===== src/rtl/step_sequencer.sv =====
// Single-clock CPU step / memory-phase sequencer: one stepEn pulse every RATIO fast cycles,
// phase-qualified memWE, memWait stretch. Optional RUN/HALT/STEP debug control under STEP_DEBUG_EN.
module step_sequencer #(
  parameter int RATIO    = 4,
  parameter int WE_PHASE = RATIO / 2,
  parameter int WE_PULSE = 0,
  parameter int CNT_W    = 32,
  parameter int PHASE_W  = $clog2(RATIO)
) (
  input  logic               clk,
  input  logic               rst,
  input  logic               weReq,
  input  logic               memWait,
`ifdef STEP_DEBUG_EN
  input  logic               dbgHalt,
  input  logic               dbgStep,
  output logic               halted,
`endif
  output logic               stepEn,
  output logic               cpuClk,
  output logic [PHASE_W-1:0] phase,
  output logic               memWE,
  output logic [CNT_W-1:0]   stepCount
);

  localparam logic [PHASE_W-1:0] LAST_PHASE = PHASE_W'(RATIO - 1);
  localparam logic [PHASE_W-1:0] WE_PH      = PHASE_W'(WE_PHASE);
  localparam logic [PHASE_W-1:0] HALF_PHASE = PHASE_W'(RATIO / 2);

  logic               running;
  logic               lastPhase;
  logic               weWindow;
  logic [PHASE_W-1:0] phaseNext;

`ifdef STEP_DEBUG_EN
  typedef enum logic [1:0] {RUN, HALT, STEP} dbgState_t;

  dbgState_t state;
  dbgState_t stateNext;
  logic      dbgStepQ;
  logic      dbgStepRise;

  always_ff @(posedge clk) begin
    if (!rst) begin
      state    <= RUN;
      dbgStepQ <= 1'b0;
    end else begin
      state    <= stateNext;
      dbgStepQ <= dbgStep;
    end
  end

  // Edges seen outside HALT are simply dropped; nothing is queued.
  assign dbgStepRise = dbgStep & ~dbgStepQ;

  always_comb begin
    stateNext = state;
    case (state)
      RUN:     if (stepEn && dbgHalt) stateNext = HALT;
      HALT: begin
        if (dbgStepRise)   stateNext = STEP;
        else if (!dbgHalt) stateNext = RUN;
      end
      STEP:    if (stepEn) stateNext = dbgHalt ? HALT : RUN;
      default: stateNext = RUN;
    endcase
  end

  assign running = (state != HALT);
  assign halted  = (state == HALT);
`else
  assign running = 1'b1;
`endif

  assign lastPhase = (phase == LAST_PHASE);

  // Gated by rst so a step abandoned by reset never produces a stepEn.
  assign stepEn = rst && lastPhase && !memWait && running;

  assign cpuClk = (phase < HALF_PHASE);

  assign weWindow = (WE_PULSE != 0) ? (phase == WE_PH) : (phase >= WE_PH);
  assign memWE    = weReq && running && weWindow;

  // HALT parks the counter at 0 so leaving HALT always starts a fresh step.
  always_comb begin
    phaseNext = phase;
    if (!running) begin
      phaseNext = '0;
    end else if (lastPhase) begin
      if (!memWait) phaseNext = '0;
    end else begin
      phaseNext = phase + PHASE_W'(1);
    end
  end

  always_ff @(posedge clk) begin
    if (!rst) begin
      phase     <= '0;
      stepCount <= '0;
    end else begin
      phase <= phaseNext;
      if (stepEn) stepCount <= stepCount + CNT_W'(1);
    end
  end

endmodule


===== config.mk =====
export PLATFORM = sky130hd
export DESIGN_NAME = step_sequencer
export DESIGN_NICKNAME = d
export VERILOG_FILES = /design/src/rtl/step_sequencer.sv
export SDC_FILE = /design/constraint.sdc
export NUM_CORES = 1
export LEC_CHECK = 0
export BUFFER_PORTS_ARGS = -buffer_cell sky130_fd_sc_hd__buf_2
export CAP_MARGIN = 30
export CELL_PAD_IN_SITES_DETAIL_PLACEMENT = 0
export CELL_PAD_IN_SITES_GLOBAL_PLACEMENT = 1
export CORE_MARGIN = 2
export CORE_UTILIZATION = 38
export DETAILED_ROUTE_END_ITERATION = 10
export MAX_ROUTING_LAYER = met4
export PLACE_DENSITY_LB_ADDON = 0.2
export SYNTH_ARGS = -nofsm -noshare
export SYNTH_HDL_FRONTEND = slang
export SYNTH_SLANG_ARGS = --single-unit

===== constraint.sdc =====
create_clock -name clk -period 2.5 [get_ports clk]
set_input_delay 0.25 -clock clk [delete_from_list [all_inputs] [get_ports clk]]
set_output_delay 0.25 -clock clk [all_outputs]
set_load 0.005 [all_outputs]

==> out/results.ini <==
[clock_network]
cts_hold_buf = 0
clk_latency_ns = 0.29
cts_buffers = 5
cts_setup_buffers = 0
cts_tree = yes
cts_resized = 0
root_buffer = clkbuf_8
clk_pin_slew_ns = 0.07
cts_sinks = 34
clock_path_buffers = 2
htree_levels = 2

[setup_path]
crit_family = simple AND/OR/NAND/NOR gates
required_ns = 2.72
r2r_setup_slack_ns = 0.29
cpPeakStageDelay_ns = 0.64
path_buf_inv = 0
path_max_fanout = 19
critical_path.slowest_cell = or3_1
cp_data_arrival_time_ns = 2.42
crit_chain = ha_1, nand3b_4, or3_1, or4_1, a21oi_1
start_kind = register
cp-end-kind = register
criticalPathCategory = reg2reg

[synth]
ys_ff_latch = 34
synth_edf_count = 0
synth_top_area_frac = 0.401
yosys.cell_count.top_type = dfxtp_1
yosys-top-cells-area = dfxtp_1 (40%), a21oi_1 (5.6%), or4_1 (4.0%), nand3_1 (3.5%), nand2_1 (3.5%)
syn_area_um2 = 1700
dominantRegCellSynth = dfxtp_1
synthArstFlopShare = 0
ys_seq_area_frac = 0.401
avgSynthCellArea_um2 = 8.41
synth_cell_type_count = 36
synth_cells = 202
yosys.area.top_type = dfxtp_1
yosysWarnings = 0
synth_nets = 209
synth_common_cells = dfxtp_1 (34), a21oi_1 (19), nand2_1 (16)

[power_and_ir_drop]
leakagePower_nw = 0.834
total_power_w = 0.00103
power_density_nw_per_um2 = 495
ir_drop_uv = 217

[placed_design]
placed_cell_area_um2 = 1980
placedCellCount = 292
pre_cts_slack_ns = 0.279
port_buffers = 40
hpwlAfterDp_um = 2910
place_congestion = 0.708

[flow_run]
max_cap_viol_count = 0

[floorplanning]
die_area_um2 = 5020
die_width_um = 70.9
core_um2 = 4320
die_h_um = 70.9
start_util = 0.393
num_rows = 24
num_io_pins = 41

[min_path]
min_path_type = in2reg

[global_route]
groute.usage.overall = 0.176
antenna_found_initial = 0
grt_pass1_vias = 1494
grt_pass1_wl_um = 6860
globalRouteOverflowTotal = 0
grt_start_max_net_pins = 20

[timing]
hold_viol = 0
fmax_ghz = 0.453
setup_ws_ns = 0.294
tightestPinTransition_ns = 0.565
finalSetupTns_ns = 0
setup_violations = 0
layout_min_cycle_time_ns = 2.21
period_share = 0.882
relSlewSlack = 0.623
maxSlewViolCount = 0
rsz0062_at_grt = no
fin_skew_ns = 0.00725

[detailed_routing]
top_layer = met4
wl_met1_um = 2050
vias = 1613
drt_wl_total_um = 3990
drt_iter0_markers = 89
wl_met2_um = 1680
drcViolationCount = 0
wl_met3_um = 200
routedWlPerCell_um = 13.3
drtPass1Iterations = 4
drt-vias-per-instance = 5.38
drt.antenna.violating_nets = 0

[cells_and_area]
regArea_um2 = 681
diodes = 0
multi_input_area_um2 = 951
final_cell_area_um2 = 2070
area_growth_pct = 22.1
instances_no_fill = 300
nets = 254
final_layout_size_suffix_gt1_frac = 0.230
nFillCells = 455

[run_status]
status = complete, no violations

-- path summary, 6_finish.rpt --
check,start,end,cells past startpoint
worst max register to register,phase[1]$_SDFFE_PN0P_,stepCount[20]$_SDFFE_PN0P_,5
worst min register to register,stepCount[31]$_SDFFE_PN0P_,stepCount[31]$_SDFFE_PN0P_,2
worst max-delay path,phase[1]$_SDFFE_PN0P_,stepCount[20]$_SDFFE_PN0P_,5
worst min-delay path,memWait,phase[1]$_SDFFE_PN0P_,3
-- cell usage in the layout, fill, tap and decap left out, types with 2 or more instances in the layout --
cell | netlist | routed
buf_2 | 3 | 40
mux2i_1 | 4 | 4
nand2_1 | 16 | 16
ha_1 | 3 | 3
xnor2_1 | 6 | 6
o21a_1 | 2 | 2
buf_4 | 0 | 8
a21oi_1 | 19 | 19
or3_1 | 9 | 9
clkbuf_8 | 0 | 6
and2_1 | 3 | 3
nor2_1 | 12 | 12
nor4_1 | 7 | 7
nor3_1 | 2 | 2
o21ai_0 | 8 | 8
nand2b_1 | 3 | 3
dfxtp_1 | 34 | 34
or4_1 | 9 | 9
and3_1 | 6 | 6
inv_1 | 7 | 7
nand3_1 | 12 | 12
nand4_1 | 5 | 5
xor2_1 | 4 | 4
o31ai_1 | 8 | 8
-- area by class of cell --
cell class | count | share of cell area
clock buffer | 7 | 0.0416
clock inverter | 1 | 0.00241
inverter | 7 | 0.0127
multi-input combinational | 151 | 0.458
sequential | 34 | 0.328
tap | 52 | 0.0314
timing repair buffer | 48 | 0.125
-- per-stage QoR --
step	utilization	hold slack (ns)
floorplan	-	0.411
global placement	0.459	0.458
detailed placement	0.459	0.470
CTS	0.480	0.310
finish	0.480	0.320
global route	0.480	0.341
-- logic make-up after synthesis --
| group | count (synthesis) | share of synthesized area |
|---|---|---|
| and+or+nand+nor | 93 | 0.320 |
| AOI/OAI and AO/OA | 41 | 0.142 |
| DFF | 34 | 0.401 |
| buffers and inverters | 17 | 0.0398 |
| xor gates and xnor gates | 10 | 0.0515 |
| muxes | 4 | 0.0236 |
| adders and majority gates | 3 | 0.0221 |
-- report_power, final --
| group | internal [W] | leakage [nW] | switching, W | total [W] |
|---|---|---|---|---|
| combinational | 0.0000242 | 0.511 | 0.0000292 | 0.0000534 |
| sequential | 0.000547 | 0.274 | 0.00000630 | 0.000553 |
| clock | 0.000222 | 0.0482 | 0.000199 | 0.000421 |
| total | 0.000793 | 0.834 | 0.000234 | 0.00103 |
-- state kept, by name, indices dropped and copies added (netlist names) --
register and flops:
stepCount 32, phase 2
-- per-layer routing --
metal	global-route usage	vias to the layer above
li1	-	838
met1	0.234	733
met2	0.261	35
met3	0.0470	7
met4	0.0566	0
met5	-	-
-- worst min-delay path, delay by kind of cell --
kind                   cells  cell delay, ns
buffers and inverters      1            0.15
AO/OA/AOI/OAI              1            0.09
AND/OR/NAND/NOR            1            0.08
(Power assumes the default switching activity.)
